**config.mk**
```make
export PLATFORM = sky130hd
export DESIGN_NAME = mdu_div
export DESIGN_NICKNAME = d
export VERILOG_FILES = /design/src/rtl/mdu_div_pkg.sv /design/src/rtl/mdu_div_iter_step.sv /design/src/rtl/mdu_div.sv
export SDC_FILE = /design/constraint.sdc
export NUM_CORES = 1
export LEC_CHECK = 0
export CORE_MARGIN = 2
export CORE_UTILIZATION = 55
export DETAILED_ROUTE_END_ITERATION = 8
export PLACE_DENSITY = 0.76
export SYNTH_ARGS = -nofsm -noshare
export SYNTH_HDL_FRONTEND = slang
export SYNTH_SLANG_ARGS = --single-unit
export TNS_END_PERCENT = 10
```
**constraint.sdc**
```tcl
create_clock -name clk -period 5.9 [get_ports clk]
set_input_delay 1.18 -clock clk [delete_from_list [all_inputs] [get_ports clk]]
set_output_delay 1.18 -clock clk [all_outputs]
set_load 0.02 [all_outputs]
```
**src/rtl/mdu_div_pkg.sv**
```systemverilog
// Shared encodings for the iterative divider.
package mdu_div_pkg;

  // Result select encoding carried on op_rem
  localparam logic REMAINDER = 1'b1;
  localparam logic QUOTIENT  = 1'b0;

  localparam int unsigned XLEN_DEFAULT = 32;
  localparam int unsigned WORD_W       = 32;

  typedef enum logic [1:0] {
    DivIdle = 2'd0,
    DivCalc = 2'd1,
    DivDone = 2'd2
  } div_state_e;

endpackage

```
**src/rtl/mdu_div_iter_step.sv**
```systemverilog
// One restoring shift-subtract step: shift in the next dividend bit, try the subtract.
module mdu_div_iter_step #(
  parameter int unsigned Width = 32
) (
  input  logic [Width:0]   part_rem,
  input  logic [Width-1:0] divisor,
  input  logic             next_bit,
  output logic [Width:0]   new_rem,
  output logic             q_bit
);

  logic [Width+1:0] shifted;
  logic [Width+1:0] trial;

  // Trial subtract is one bit wider so its MSB is a clean borrow flag
  always_comb begin
    shifted = {part_rem, next_bit};
    trial   = shifted - {2'b00, divisor};
    q_bit   = ~trial[Width+1];
    new_rem = q_bit ? trial[Width:0] : shifted[Width:0];
  end

endmodule

```
**src/rtl/mdu_div.sv**
```systemverilog
// Iterative radix-2 signed/unsigned divider with word-op support and valid/ready handshakes.
module mdu_div
  import mdu_div_pkg::*;
#(
  parameter int unsigned XLEN     = XLEN_DEFAULT,
  parameter bit          HAS_WORD = (XLEN == 64)
) (
  input  logic            clk,
  input  logic            rst_n,
  input  logic            flush,
  input  logic            in_valid,
  output logic            in_ready,
  input  logic            op_sign,
  input  logic            op_rem,
  input  logic            op_word,
  input  logic [XLEN-1:0] dividend,
  input  logic [XLEN-1:0] divisor,
  output logic            out_valid,
  input  logic            out_ready,
  output logic [XLEN-1:0] result
);

  localparam int unsigned CntW = 7;

  div_state_e      state_q;
  logic [CntW-1:0] cnt_q;
  logic            word_q;
  logic            rem_sel_q;
  logic            neg_quo_q;
  logic            neg_rem_q;
  logic [XLEN-1:0] dvd_q;
  logic [XLEN-1:0] dvs_q;
  logic [XLEN:0]   prem_q;
  logic [XLEN-1:0] quo_q;
  logic [XLEN-1:0] result_q;

  logic            word_in;
  logic [XLEN-1:0] ext_dvd, ext_dvs, min_val, abs_dvd, abs_dvs, special_raw, special_res;
  logic            dvd_neg, dvs_neg, div_zero, ovf;
  logic [XLEN:0]   step_rem;
  logic            step_q;
  logic [XLEN-1:0] quo_final, rem_final, q_fix, r_fix, sel_res, calc_res;
  logic            last_iter;

  // Place a 32-bit value in the low word, extending with its bit 31 when sx is set
  function automatic logic [XLEN-1:0] extend_word(input logic [31:0] v, input logic sx);
    logic [XLEN-1:0] out;
    out       = {XLEN{sx & v[31]}};
    out[31:0] = v;
    return out;
  endfunction

  // Operand conditioning and special-case detection for the accept cycle
  always_comb begin
    word_in = HAS_WORD && (XLEN > WORD_W) && op_word;
    ext_dvd = word_in ? extend_word(dividend[31:0], op_sign) : dividend;
    ext_dvs = word_in ? extend_word(divisor[31:0], op_sign) : divisor;
    min_val = word_in ? extend_word(32'h8000_0000, 1'b1) : {1'b1, {(XLEN-1){1'b0}}};
    dvd_neg = op_sign & ext_dvd[XLEN-1];
    dvs_neg = op_sign & ext_dvs[XLEN-1];
    abs_dvd = dvd_neg ? ('0 - ext_dvd) : ext_dvd;
    abs_dvs = dvs_neg ? ('0 - ext_dvs) : ext_dvs;
    div_zero = (ext_dvs == '0);
    ovf      = op_sign && (ext_dvd == min_val) && (ext_dvs == '1);
    if (div_zero) begin
      special_raw = op_rem ? ext_dvd : '1;
    end else begin
      special_raw = op_rem ? '0 : ext_dvd;
    end
    special_res = word_in ? extend_word(special_raw[31:0], 1'b1) : special_raw;
  end

  mdu_div_iter_step #(
    .Width (XLEN)
  ) u_step (
    .part_rem (prem_q),
    .divisor  (dvs_q),
    .next_bit (dvd_q[XLEN-1]),
    .new_rem  (step_rem),
    .q_bit    (step_q)
  );

  // Final-iteration result with sign fix-up and word sign-extension
  always_comb begin
    quo_final = {quo_q[XLEN-2:0], step_q};
    rem_final = step_rem[XLEN-1:0];
    q_fix     = neg_quo_q ? ('0 - quo_final) : quo_final;
    r_fix     = neg_rem_q ? ('0 - rem_final) : rem_final;
    sel_res   = (rem_sel_q == QUOTIENT) ? q_fix : r_fix;
    calc_res  = word_q ? extend_word(sel_res[31:0], 1'b1) : sel_res;
    last_iter = (cnt_q == (word_q ? CntW'(WORD_W - 1) : CntW'(XLEN - 1)));
  end

  // Control FSM, iteration datapath and registered result
  always_ff @(posedge clk) begin
    if (rst_n) begin
      state_q   <= DivIdle;
      cnt_q     <= '0;
      word_q    <= 1'b0;
      rem_sel_q <= 1'b0;
      neg_quo_q <= 1'b0;
      neg_rem_q <= 1'b0;
      dvd_q     <= '0;
      dvs_q     <= '0;
      prem_q    <= '0;
      quo_q     <= '0;
      result_q  <= '0;
    end else if (flush) begin
      state_q <= DivIdle;
      cnt_q   <= '0;
    end else begin
      unique case (state_q)
        DivIdle: begin
          if (in_valid) begin
            word_q    <= word_in;
            rem_sel_q <= op_rem;
            neg_quo_q <= dvd_neg ^ dvs_neg;
            neg_rem_q <= dvd_neg;
            cnt_q     <= '0;
            prem_q    <= '0;
            quo_q     <= '0;
            // Word dividends are left-aligned so the next bit is always the MSB
            dvd_q     <= word_in ? (abs_dvd << (XLEN - WORD_W)) : abs_dvd;
            dvs_q     <= abs_dvs;
            if (div_zero || ovf) begin
              result_q <= special_res;
              state_q  <= DivDone;
            end else begin
              state_q <= DivCalc;
            end
          end
        end
        DivCalc: begin
          prem_q <= step_rem;
          quo_q  <= quo_final;
          dvd_q  <= dvd_q << 1;
          cnt_q  <= cnt_q + CntW'(1);
          if (last_iter) begin
            result_q <= calc_res;
            cnt_q    <= '0;
            state_q  <= DivDone;
          end
        end
        DivDone: begin
          if (out_ready) begin
            state_q <= DivIdle;
          end
        end
        default: state_q <= DivIdle;
      endcase
    end
  end

  assign in_ready  = (state_q == DivIdle);
  assign out_valid = (state_q == DivDone);
  assign result    = result_q;

endmodule

```
==> flow_metrics.env, run 1 <==
export IMPL_ir_drop_mv=0.1904
export IMPL_comb_power_share_pct=22.3
export IMPL_p_leak_nw=5.336
export IMPL_intPower_mw=2.025
export IMPL_htree_levels=4
export IMPL_synthSimpleGateAreaFrac_pct=23.20
export IMPL_avgSynthCellArea_sq_um=7.367
export IMPL_r2r_cells=16
export IMPL_core_rowCount=55
export IMPL_die_w_um=156.3
export IMPL_vias_per_cell=6.411
export IMPL_ioPinCount=106
export IMPL_path_clk_slew_ns=0.07
export IMPL_nFillCells=2085
export IMPL_cp_arrival_ns=5.48
export IMPL_die_h_um=156.3
export IMPL_grt_max_degree=92
export IMPL_ys_ff_latch=172
export IMPL_critPathLaunchType="flop"
export IMPL_required_ns=6.23
export IMPL_ff_latch_area_sq_um=3443
export IMPL_fin_worst_skew_ns=0.01133
export IMPL_synth_compound_area_share_pct=27.81
export IMPL_fmax_ghz=0.1941
export IMPL_timing_final_ws_setup_ns=0.7478
export IMPL_synth_top_cell_by_area="dfxtp_1"
export IMPL_seq_area_frac_synth_pct=27.00
export IMPL_gr_usage_all_layers_pct=32.68
export IMPL_dieArea_sq_um=24420
export IMPL_start_util_pct=56.15
export IMPL_wire_per_inst_um=19.60
export IMPL_netlist_instances=1731
export IMPL_fin_tns_setup_ns=0
export IMPL_slowest_delay_ns=0.53
export IMPL_root_buffer="clkbuf_16"
export IMPL_period_needed_ns=5.152
export IMPL_crit_slowest_cell="or4_1"
export IMPL_async_flop_share_pct=0
export IMPL_first_pass_iters=6
export IMPL_r2r_start="dvd_q[31]"
export IMPL_cts_inserted_buffers=17
export IMPL_hpwl_mm=30.12
export IMPL_drive_above_1_share_pct=5.869
export IMPL_drt_iter0_drc=1420
export IMPL_clock_sinks=172
export IMPL_synth_fa_ha_area_share_pct=5.534
export IMPL_synth_warnings=0
export IMPL_multiInputGateArea_sq_um=8670
export IMPL_portBuffers=104
export IMPL_syn_nets=1842
export IMPL_endpoint_kind="flop"
export IMPL_final_cell_mix="nor2_1 (254), dfxtp_1 (172), nand2_1 (153)"
export IMPL_clk_latency_ns=0.44
export IMPL_cts_tree="done"
export IMPL_hold_violations=0
export IMPL_synth_edf_count=0
export IMPL_synth_cell_types=86
export IMPL_place_gp_congestion=0.9885
export IMPL_synthTopCellsByArea="dfxtp_1 (27%), nor2_1 (7.5%), a21oi_1 (5.4%)"
export IMPL_post_route_period_util_pct=87.33
export IMPL_post_cts_setup_buffers=0
export IMPL_hold_end="dvs_q[18]"
export IMPL_antenna_found_initial=0
export IMPL_rsz0062_at_grt="false"
export IMPL_power_switching_mw=1.007
export IMPL_synth_xor_area_share_pct=9.203
export IMPL_p_sw_share_pct=33.22
export IMPL_clockBufferDepth=2
export IMPL_postRouteAntennaNets=0
export IMPL_vias=13190
export IMPL_crit_type="reg -> reg"
export IMPL_drc=0
export IMPL_cts_repair_resized=0
export IMPL_outcome="finished, final reports clean"
export IMPL_area_delta_synth_final_pct=13.73
export IMPL_synth_top_family_by_area="compound AO/OA/AOI/OAI gates"
export IMPL_setup_viol=0
export IMPL_dpl_worst_slack_ns=0.5789
export IMPL_synthMuxAreaShare_pct=1.953
export IMPL_core_sq_um=22710
export IMPL_final_common_cell="nor2_1"
export IMPL_fin_nets=1870
export IMPL_finalWirelength_mm=40.33
export IMPL_hold_path_depth=2
export IMPL_grt_pass1_vias=11720
export IMPL_tightest_slew_ns=1.239
export IMPL_hp_class="reg -> reg"
export IMPL_synth_top_area_share_pct=27.00
export IMPL_hp_start="dvs_q[18]"
export IMPL_cts_hold_buf=0
export IMPL_pwr_share_seq_pct=40.2
export IMPL_timing_rr_end="result[31]"
export IMPL_n_antenna_cell=0
export IMPL_crit_path_max_fanout=10
export IMPL_path_cells="inv_1 > ha_1 > inv_1 > fa_1 > a211oi_1 > o21ai_2 > o31ai_1 > o311ai_0 > xor2_1 > or4_1 > nor4_1 > o2111ai_1 > o41ai_2 > xnor2_1 > a21oi_1 > nor4_1"
export IMPL_grt_overflow_total=0
export IMPL_maxSlewViolCount=0
export IMPL_grt_pass1_wl_mm=63.51
export IMPL_max_slew_margin_pct=17.22
export IMPL_pwr_share_clk_pct=37.4
export IMPL_netlist_area_sq_um=12750
export IMPL_power_density_nw_per_um2=209.1
export IMPL_maxCapViolCount=0
export IMPL_r2r_setup_slack_ns=0.75
export IMPL_synthFlopType="dfxtp_1"
power by group through the flow:
stage / logic [mW] / registers [mW] / clock network (mW)
after floorplan: 0.441 / 1.24 / 0
after global placement: 0.650 / 1.25 / 0
after detailed placement: 0.661 / 1.25 / 0
after CTS: 0.665 / 1.22 / 1.14
after global routing: 0.740 / 1.22 / 1.19
final: 0.677 / 1.22 / 1.14
critical path, delay by kind of cell (launching register included):
kind | cells | cell delay, ns
AO/OA/AOI/OAI | 7 | 2.18
AND/OR/NAND/NOR | 3 | 1.32
adder cells (fa/ha/maj) | 2 | 0.59
XOR/XNOR | 2 | 0.49
flip-flops | 1 | 0.35
buffers and inverters | 2 | 0.13
metal layers:
| metal | track usage, % | part of all wire [%] |
|---|---|---|
| met3 | 5.705 | 8.2 |
| met4 | 8.825 | 2.2 |
| met5 | 0 | 0 |
| met1 | 47.34 | 46 |
| met2 | 49.97 | 44 |
cell usage after synthesis, drive strengths merged, types with 17 or more instances:
| master | count |
|---|---|
| nor2 | 258 |
| xor2 | 72 |
| mux2i | 17 |
| or4 | 17 |
| o211ai | 19 |
| o31ai | 33 |
| inv | 55 |
| a22oi | 55 |
| xnor2 | 62 |
| nor3 | 29 |
| maj3 | 21 |
| a21oi | 137 |
| or3 | 19 |
| nor4 | 22 |
| a211oi | 73 |
| o21ai | 118 |
| clkbuf | 100 |
| nand3 | 20 |
| nand2 | 153 |
| buf | 19 |
| ha | 38 |
| nand4 | 22 |
| dfxtp | 172 |
state kept, by name, indices dropped and copies added (netlist names), 2 cells and up:
register,flops
cnt_q,7
dvd_q,32
dvs_q,32
prem_q,33
quo_q,31
result,32
state_q,2
cell type report:
class / count / share of cell area [%]
clock inverter: 14 / 0.9921
sequential: 172 / 23.74
timing repair buffer: 128 / 8.576
multi-input combinational: 1385 / 59.78
inverter: 55 / 1.424
clock buffer: 18 / 3.028
tap: 285 / 2.459
kinds of logic after synthesis:
group,Yosys count
and+or+nand+nor,625
xor gates and xnor gates,134
adders and majority gates,60
buffers and inverters,174
muxes,24
AOI/OAI and AO/OA,542
DFF,172
through the flow:
step	instance area, sq um	power (mW)	util [%]	instances	hold slack, ns
CTS	14500	3.028	63.86	2057	0.4613
detailed placement	13920	1.908	61.29	2025	0.4499
global placement	13920	1.896	61.29	2025	0.4403
floorplan	12750	1.685	-	1731	0.4319
finish	14500	3.032	63.86	2057	0.4586
global route	14500	3.158	63.86	2057	0.4815
worst max path at each step:
stage               cells past startpoint  slack (ns)         end          from
finish                                 16        0.75  result[31]     dvd_q[31]
global route                           16        0.47  result[31]     dvd_q[31]
CTS                                    16        0.88  result[31]     dvd_q[31]
detailed placement                     11        0.58  result[25]  dividend[13]
global placement                       11        0.64  result[25]  dividend[13]
floorplan                              20        1.34  result[24]     dvs_q[18]
(Power assumes the default switching activity.)
==> run 2, diff against run 1 <==
- ABC_CLOCK_PERIOD_IN_PS: not set -> 5900
==> results of run 2 <==
Same layout as run 1: the final DEF is identical, and so are final timing and power.
